**config.mk**
```make
export PLATFORM = sky130hd
export DESIGN_NAME = acc_result_packer
export DESIGN_NICKNAME = d
export VERILOG_FILES = /design/src/rtl/acc_result_packer.sv
export SDC_FILE = /design/constraint.sdc
export NUM_CORES = 1
export LEC_CHECK = 0
export BUFFER_PORTS_ARGS = -buffer_cell sky130_fd_sc_hd__buf_2
export CAP_MARGIN = 5
export CELL_PAD_IN_SITES_DETAIL_PLACEMENT = 1
export CELL_PAD_IN_SITES_GLOBAL_PLACEMENT = 2
export CORE_ASPECT_RATIO = 0.75
export CORE_UTILIZATION = 40
export CTS_CLUSTER_DIAMETER = 40
export DETAILED_ROUTE_END_ITERATION = 8
export PLACE_DENSITY = 0.83
export SETUP_SLACK_MARGIN = 0.1
export SKIP_LAST_GASP = 1
export SYNTH_ARGS = -nofsm -noshare
export SYNTH_HDL_FRONTEND = slang
export SYNTH_SLANG_ARGS = --single-unit
```
**constraint.sdc**
```tcl
create_clock -name clk -period 6.2 [get_ports clk]
set_clock_uncertainty 0.05 [all_clocks]
set_input_delay 0.62 -clock clk [delete_from_list [all_inputs] [get_ports clk]]
set_output_delay 0.62 -clock clk [all_outputs]
set_load 0.05 [all_outputs]
```
**src/rtl/acc_result_packer.sv**
```systemverilog
// Packs four consecutive fp32 accumulator sums into one 128-bit word and queues the
// words in a first-word-fall-through FIFO with a valid/ready output and overflow tracking.
module acc_result_packer #(
  parameter int RESULT_NUM = 64,
  parameter int FIFO_DEPTH = 4
) (
  input  logic                         clk,
  input  logic                         rst_n,
  input  logic                         stage_start,
  input  logic                         input_atvalid,
  input  logic [127:0]                 input_atdata,
  output logic                         output_atvalid,
  output logic [127:0]                 output_atdata,
  input  logic                         output_atready,
  output logic [$clog2(FIFO_DEPTH):0]  fifo_level,
  output logic                         stage_done,
  output logic                         overflow
);

  localparam int PW = $clog2(FIFO_DEPTH);
  localparam int CW = $clog2(RESULT_NUM + 1);
  localparam logic [CW-1:0] RES_MAX    = CW'(RESULT_NUM);
  localparam logic [CW-1:0] RES_LAST   = CW'(RESULT_NUM - 1);
  localparam logic [PW:0]   LEVEL_FULL = (PW+1)'(FIFO_DEPTH);

  logic [31:0]    lane_reg [3];
  logic [1:0]     lane_ptr_reg;
  logic [CW-1:0]  res_cnt_reg;
  logic           stage_start_d_reg;
  logic           stage_done_reg;
  logic           overflow_reg;
  logic [PW-1:0]  wr_ptr_reg;
  logic [PW-1:0]  rd_ptr_reg;
  logic [PW:0]    level_reg;
  logic [127:0]   mem [FIFO_DEPTH];

  logic [31:0]    sum;
  logic [127:0]   push_word;
  logic           accept, beat_drop, last_beat, push_beat, flush, push;
  logic           pop, full, push_ok, push_drop;
  logic           unused_upper;

  // Only lane 0 of the replicated input carries information.
  assign sum          = input_atdata[31:0];
  assign unused_upper = ^input_atdata[127:32];

  always_comb begin
    accept    = stage_start && input_atvalid && (res_cnt_reg < RES_MAX);
    beat_drop = stage_start && input_atvalid && (res_cnt_reg == RES_MAX);
    last_beat = accept && (res_cnt_reg == RES_LAST);
    push_beat = accept && ((lane_ptr_reg == 2'd3) || last_beat);
    flush     = !stage_start && (lane_ptr_reg != 2'd0);
    push      = push_beat || flush;
    pop       = (level_reg != '0) && output_atready;
    full      = (level_reg == LEVEL_FULL);
    push_ok   = push && (!full || pop);
    push_drop = push && full && !pop;
  end

  // Word assembly: stored lanes below the pointer, the incoming sum at it, zeros above.
  genvar gi;
  generate
    for (gi = 0; gi < 4; gi++) begin : g_word
      logic [31:0] stored;
      if (gi < 3) begin : g_st
        assign stored = lane_reg[gi];
      end else begin : g_nost
        assign stored = 32'h0;
      end
      assign push_word[32*gi +: 32] = (lane_ptr_reg > 2'(gi)) ? stored :
                                      (push_beat && lane_ptr_reg == 2'(gi)) ? sum : 32'h0;
    end

    for (gi = 0; gi < 3; gi++) begin : g_lane
      always_ff @(posedge clk or negedge rst_n) begin
        if (!rst_n) begin
          lane_reg[gi] <= 32'h0;
        end else if (push) begin
          lane_reg[gi] <= 32'h0;
        end else if (accept && lane_ptr_reg == 2'(gi)) begin
          lane_reg[gi] <= sum;
        end
      end
    end
  endgenerate

  always_ff @(posedge clk or negedge rst_n) begin
    if (!rst_n) begin
      lane_ptr_reg      <= 2'd0;
      res_cnt_reg       <= '0;
      stage_start_d_reg <= 1'b0;
      stage_done_reg    <= 1'b0;
      overflow_reg      <= 1'b0;
      wr_ptr_reg        <= '0;
      rd_ptr_reg        <= '0;
      level_reg         <= '0;
    end else begin
      stage_start_d_reg <= stage_start;
      stage_done_reg    <= push_beat && last_beat;

      if (push)        lane_ptr_reg <= 2'd0;
      else if (accept) lane_ptr_reg <= lane_ptr_reg + 2'd1;

      if (!stage_start) res_cnt_reg <= '0;
      else if (accept)  res_cnt_reg <= res_cnt_reg + CW'(1);

      // A new drop on the stage's first edge wins over the clear.
      if (beat_drop || push_drop)               overflow_reg <= 1'b1;
      else if (stage_start && !stage_start_d_reg) overflow_reg <= 1'b0;

      if (push_ok) wr_ptr_reg <= wr_ptr_reg + PW'(1);
      if (pop)     rd_ptr_reg <= rd_ptr_reg + PW'(1);

      if (push_ok && !pop)      level_reg <= level_reg + (PW+1)'(1);
      else if (!push_ok && pop) level_reg <= level_reg - (PW+1)'(1);
    end
  end

  always_ff @(posedge clk) begin
    if (push_ok) mem[wr_ptr_reg] <= push_word;
  end

  assign output_atvalid = (level_reg != '0);
  assign output_atdata  = output_atvalid ? mem[rd_ptr_reg] : 128'h0;
  assign fifo_level     = level_reg;
  assign stage_done     = stage_done_reg;
  assign overflow       = overflow_reg;

endmodule

```
* Yosys cells after proc, flatten, opt, wreduce, memory -nomap -nowiden *
Memory sizes are Yosys's and may differ from the RTL's.
Index checks and enable logic that the tools add are counted.

storage, ports and cells
  bits in registers = 115
  bits in writable memories = 512
  bits of input ports = 133
  output and inout port bits = 134
  logic and storage cells = 94
  memories kept = 1

operators by class
  add/subtract/negate cells = 6
  order comparisons = 5
  equal/unequal tests = 7
  muxes and demuxes = 25
  reduce and logical (&&, ||, !) cells = 39

memories
  memory  depth  bits a word  read ports  clocked after Yosys merged registers in  wr ports  line  source
  mem     4      128          1           0                                        1         35    logic [127:0] mem [FIFO_DEPTH];

operators by type and width
  operator                                                                          count
  32-bit two-way mux                                                                14
  128-bit two-way mux                                                               1
  1-bit logical AND                                                                 21
  7-bit two-way mux                                                                 2
  2-bit nonzero test                                                                7
  7-bit by 1-bit adder with 7-bit output (second input constant)                    1
  7-bit by 6-bit == test with 1-bit output (second input constant)                  1
  7-bit == test (second input constant)                                             1
  7-bit < comparator (second input constant)                                        1
  2-bit by 1-bit adder with 2-bit output (second input constant)                    3
  3-bit two-way mux                                                                 2
  1-bit zero test                                                                   5
  2-bit == test (second input constant)                                             2
  2-bit by 1-bit greater-than comparator with 1-bit output (second input constant)  2
  2-bit greater-than comparator (second input constant)                             2
  1-bit logical OR                                                                  4
  1-bit two-way mux                                                                 4
  2-bit two-way mux                                                                 2
  3-bit by 1-bit adder with 3-bit output (second input constant)                    1
  3-bit == test (second input constant)                                             1
  3-bit nonzero test                                                                1
  3-bit by 1-bit subtractor with 3-bit output (second input constant)               1
  2-bit by 1-bit == test with 1-bit output (second input constant)                  1
  2-bit zero test                                                                   1
  2-bit by 1-bit inequality test with 1-bit output (second input constant)          1

* Depth between registers and ports, before layout *
  depth after elaboration = 11
  mapped depth = 11
  depth with buffers taken out = 11

* Worst setup path before layout *
Ideal clock, no wire load.

  kind = input port to flip-flop
  start point = input port stage_start
  end point = memory mem[0][0], enable pin
  setup time = 0.502 ns
  arrival time = 4.306 ns
  data required time = 5.648 ns
  slack = 1.341 ns
  stages = 6
  path buffers = 2
  cells stage by stage = and3b_1 buf_2 buf_6 o21ai_1 a21oi_2 and2_1

between the ends
  longest elaborated chain between the ends = 9

ends and longest elaborated chain
  item                                         line  source
  start: declaration                           9     input logic stage_start,
  1-bit logical AND (2 in series)              48    accept = stage_start && input_atvalid && (res_cnt_reg < RES_MAX);
  1-bit logical AND                            50    last_beat = accept && (res_cnt_reg == RES_LAST);
  1-bit logical OR                             51    push_beat = accept && ((lane_ptr_reg == 2'd3) || last_beat);
  1-bit logical AND                            51
  1-bit logical OR (*)                         53    push = push_beat || flush;
  1-bit logical AND (*)                        56    push_ok = push && (!full || pop);
  net push_ok                                  40    logic pop, full, push_ok, push_drop;
  1-bit two-way mux (*)                        120   if (push_ok) mem[wr_ptr_reg] <= push_word;
  1-bit two-way mux (implied by the code) (*)  120
  end: declaration                             35

The timed path passes the listed nets; every way through them passes the cells marked *.

* Final worst setup path *
  start point = register res_cnt_reg[6]
  end point = memory mem[2][34] (data pin)

between the ends
  longest elaborated chain between the ends = 8

ends and longest elaborated chain
  item                      line  source
  start: declaration        28    logic [CW-1:0] res_cnt_reg;
  start signal: assignment  105   else if (accept) res_cnt_reg <= res_cnt_reg + CW'(1);
  7-bit < comparator        48
  1-bit logical AND         48
  1-bit logical AND         50
  1-bit logical OR          51
  1-bit logical AND (*)     51
  1-bit logical AND (*)     71    (push_beat && lane_ptr_reg == 2'(gi)) ? sum : 32'h0;
  32-bit two-way mux (*)    71
  32-bit two-way mux (*)    70    assign push_word[32*gi +: 32] = (lane_ptr_reg > 2'(gi)) ? stored :
  net push_word[34]         38    logic [127:0] push_word;

Marked as above.

==> results summary <==
The HPWL after detailed placement came out at 36.42 mm. The register area share after synthesis is 0.7203. The post-synthesis share of cell area spent on full adders, half adders and majority gates is 0.006715. TritonCTS built the clock tree. Traced cell by cell, the critical path runs through and3b_2, nand2_2, nor2_4, a22o_1.

The startpoint identified for the worst hold timing path is stage_start. The clock net sink count is 627. The residual overflow from global routing is 0. In the synthesized netlist the dominant register cell turns out to be edfxtp_1. The insertion delay to the later sink of the worst-skew pair is 0.62 ns. The synthesized area per cell came out at 16.95 µm².

From synthesis to final layout, the design area changed by 17.79%. With fillers left out, the area of the finished cells amounts to 0.02985 mm². After floorplanning, the core was divided into 79 placement rows. The number of setup buffers added after CTS is 0. The total of warnings raised by yosys came out at 0. The setup slack after layout came out at 2.092 ns. The actual transition at the worst max-transition pin is 1.196 ns. The cell type of the slowest stage on the worst timing path is nor2_4.

For this run, the total global-route usage over all layers was measured as 0.2073. Measured in cells, the most critical reg-to-reg path has a length of 4. The number of global-route vias before repair is 15245. The CTS H-tree depth is 3. Once placement completed, the tool counted placed cells totaling 2427.

By startpoint and endpoint, the worst setup path is classified as register to register. Leaving out fill and tap cells, the most frequent cell in the layout is edfxtp_1. The kind of launch point of the worst setup path is a register. Measured against the total synthesized area, the mux share comes to 0.1146. The netlist area before placement came out at 0.02534 mm². The height of the chip is 220.0 µm. The ratio of cells with drive above 1 in the final layout is 0.2801. Leaving out fill and tap cells, the most frequent cells in the layout are 512 x edfxtp_1, 201 x nand2_1, 169 x buf_2. The starting density of the core is 0.4063.

The run finished with clean final reports. In this run the worst hold path is classified as primary input to register. STA puts the critical path data required time at 6.59 ns. The wire length of the first global-routing pass came out at 98.20 mm. The total iterations of the first detailed-routing run is 5.

TritonCTS created 84 clock buffers. Across the VDD grid, the largest voltage drop is 0.3855 mV. The synthesized design contains 512 enable-type register cells. The count of unresolved DRC violations after routing came out at 0. The setup TNS came out at 0 ns.

In this run the critical register-to-register path is captured at mem[2][34]. The DRC marker count from the first detailed-route iteration is 1172. CTS placed an instance of clkbuf_16 at the clock tree root. The largest net degree at the start of global routing is 87. The core footprint came out at 0.06237 mm². The async set-reset flop share out of synthesis came out at 0.1834. The count of input and output buffers is 170. The number of vias in the routed layout is 14191. The critical path buffer and inverter count is 0. The number of buffers on the longest clock path is 3. For hold timing, the worst endpoint is stage_start_d_reg. Setup repair after global routing left no endpoint under its margin. The count of nets left with antenna violations once routing finished came out at 0. The largest incremental delay on the critical path came out at 1.19 ns.

The number of instances resized during post-cts repair came out at 0. The clock transition at the registers of the reported paths came out at 0.05 ns. The data arrival time at the worst-slack endpoint is 4.49 ns.

The filler-free cell count of the finished design came out at 2586. The number of nets produced by synthesis is 1641. Broken down by cell family, the worst path's largest delay share belongs to simple AND/OR/NAND/NOR gates.

The fmax came out at 0.2434 GHz. The flip-flop and latch count after synthesis is 627. The fraction of the mapped netlist area in compound gates came out at 0.05495. The register with the most flip-flops in the layout has 512 of them. The distinct cell type count of the synthesized netlist came out at 37. At the end of the flow, the number of nets in the layout was 1810. The routed wire length is 65.60 mm.

Of the total synthesized cell area, the portion taken by AND, OR, NAND and NOR gates is 0.07835. The count of hold-fix buffers inserted at cts came out at 1. Along the worst hold path, the cell count comes to 1. The number of hold violations in the final report was 0. The die outline width came out at 292.6 µm. The placed cell area is 0.02702 mm².

Pin placement for this block handled 267 I/O pins. Measured against its own limit, the worst slew margin works out to 0.2005. Along the worst path, the maximum fanout reaches 43.

STA classifies the critical path endpoint as a register. The post-route fraction of the period consumed by the critical path is 0.6625. The setup violation total in the final timing report came out at 0. The xor-xnor portion of the synthesized cell area is 0.004147. The gate count after technology mapping came out at 1495. The static power due to leakage is 10.91 nW. The pre-CTS setup slack came out at 1.702 ns.

The routed wire length per instance is 25.37 µm. The number of maximum-capacitance violations is 0. After synthesis, the largest family of logic cells by area is multiplexers. Power spread over the standard cell area amounts to 540.9 mW/mm². The via count normalized by instance count is 5.488.

The final core utilization is 0.4786. The initial antenna violation count is 5. The final weighted congestion in routability-driven placement is 0.7315. The startpoint identified for the worst register-to-register timing path is res_cnt_reg[6]. The number of pins with negative max-slew slack in the final report came to 0.

The worst setup slack for register-to-register paths is 2.09 ns. The die area came out at 0.06437 mm². Counting I/O delays and the setup requirement, the final critical path takes 4.108 ns.
[Yosys cell counts (2+ instances only)]
cell type / number / area [µm²]
mux2_2: 2 / 22.52
and2_1: 140 / 875.8
inv_1: 8 / 30.03
a22o_1: 96 / 840.8
nor2b_1: 2 / 12.51
buf_4: 13 / 97.59
buf_1: 10 / 37.54
nand4_1: 2 / 12.51
nor2_1: 11 / 41.29
xnor2_1: 10 / 87.58
dfrtp_1: 115 / 2878
mux4_2: 128 / 2883
edfxtp_1: 512 / 15370
or3_1: 2 / 12.51
a21oi_1: 98 / 490.5
ha_1: 12 / 150.1
and3_1: 33 / 206.5
buf_6: 3 / 33.78
nand2_1: 203 / 762.0
xor2_1: 2 / 17.52
clkbuf_1: 43 / 161.4
buf_2: 34 / 170.2
o21ai_0: 2 / 10.01
[area by class of cell]
| class | count | area (µm²) |
|---|---|---|
| Inverter | 8 | 30.03 |
| Tap cell | 850 | 1064 |
| Multi-Input combinational cell | 757 | 6623 |
| Clock buffer | 95 | 2206 |
| Antenna cell | 1 | 2.502 |
| Sequential cell | 627 | 18260 |
| Clock inverter | 62 | 610.6 |
| Timing Repair Buffer | 186 | 1055 |
| Fill cell | 5879 | 32520 |
[layer usage]
| metal | up-vias | wire [µm] | GRT usage |
|---|---|---|---|
| met4 | 0 | 959 | 0.04607 |
| met5 | - | 0 | 0 |
| li1 | 6100 | - | - |
| met2 | 422 | 31470 | 0.3332 |
| met1 | 7588 | 29330 | 0.2942 |
| met3 | 81 | 3845 | 0.03964 |
[through the flow]
step | hold WS (ns) | total power [W]
CTS | 0.1875 | 0.01634
global route | 0.2103 | 0.01681
detailed placement | 0.4557 | 0.01152
finish | 0.2231 | 0.01615
floorplan | 0.2744 | 0.009924
global placement | 0.4504 | 0.01140
[report_power, final]
part           switching [W]  leakage (nW)  internal (W)
Combinational        0.00405          3.10       0.00175
Sequential          0.000378          6.47       0.00518
Clock                0.00192          1.34       0.00286
[kinds of logic (layout without fill, tap and decap cells)]
logic type,Yosys count,after routing
multiplexers,130,130
AO/OA/AOI/OAI,201,201
adder cells (fa/ha/maj),13,13
other,0,1
buffers and inverters,111,351
flip-flops,627,627
AND/OR/NAND/NOR,401,401
XOR/XNOR,12,12
[how the worst max path moves through the flow]
stage / startpoint / endpoint / slack, ns / depth (start not counted)
floorplan: stage_start / mem[0][0] / 1.34 / 6
global placement: stage_start / mem[0][91] / 1.82 / 6
detailed placement: stage_start / mem[3][34] / 1.70 / 5
CTS: res_cnt_reg[6] / mem[1][34] / 2.10 / 4
global route: res_cnt_reg[6] / mem[2][34] / 1.97 / 4
finish: res_cnt_reg[6] / mem[2][34] / 2.09 / 4
(Power assumes the default switching activity.)
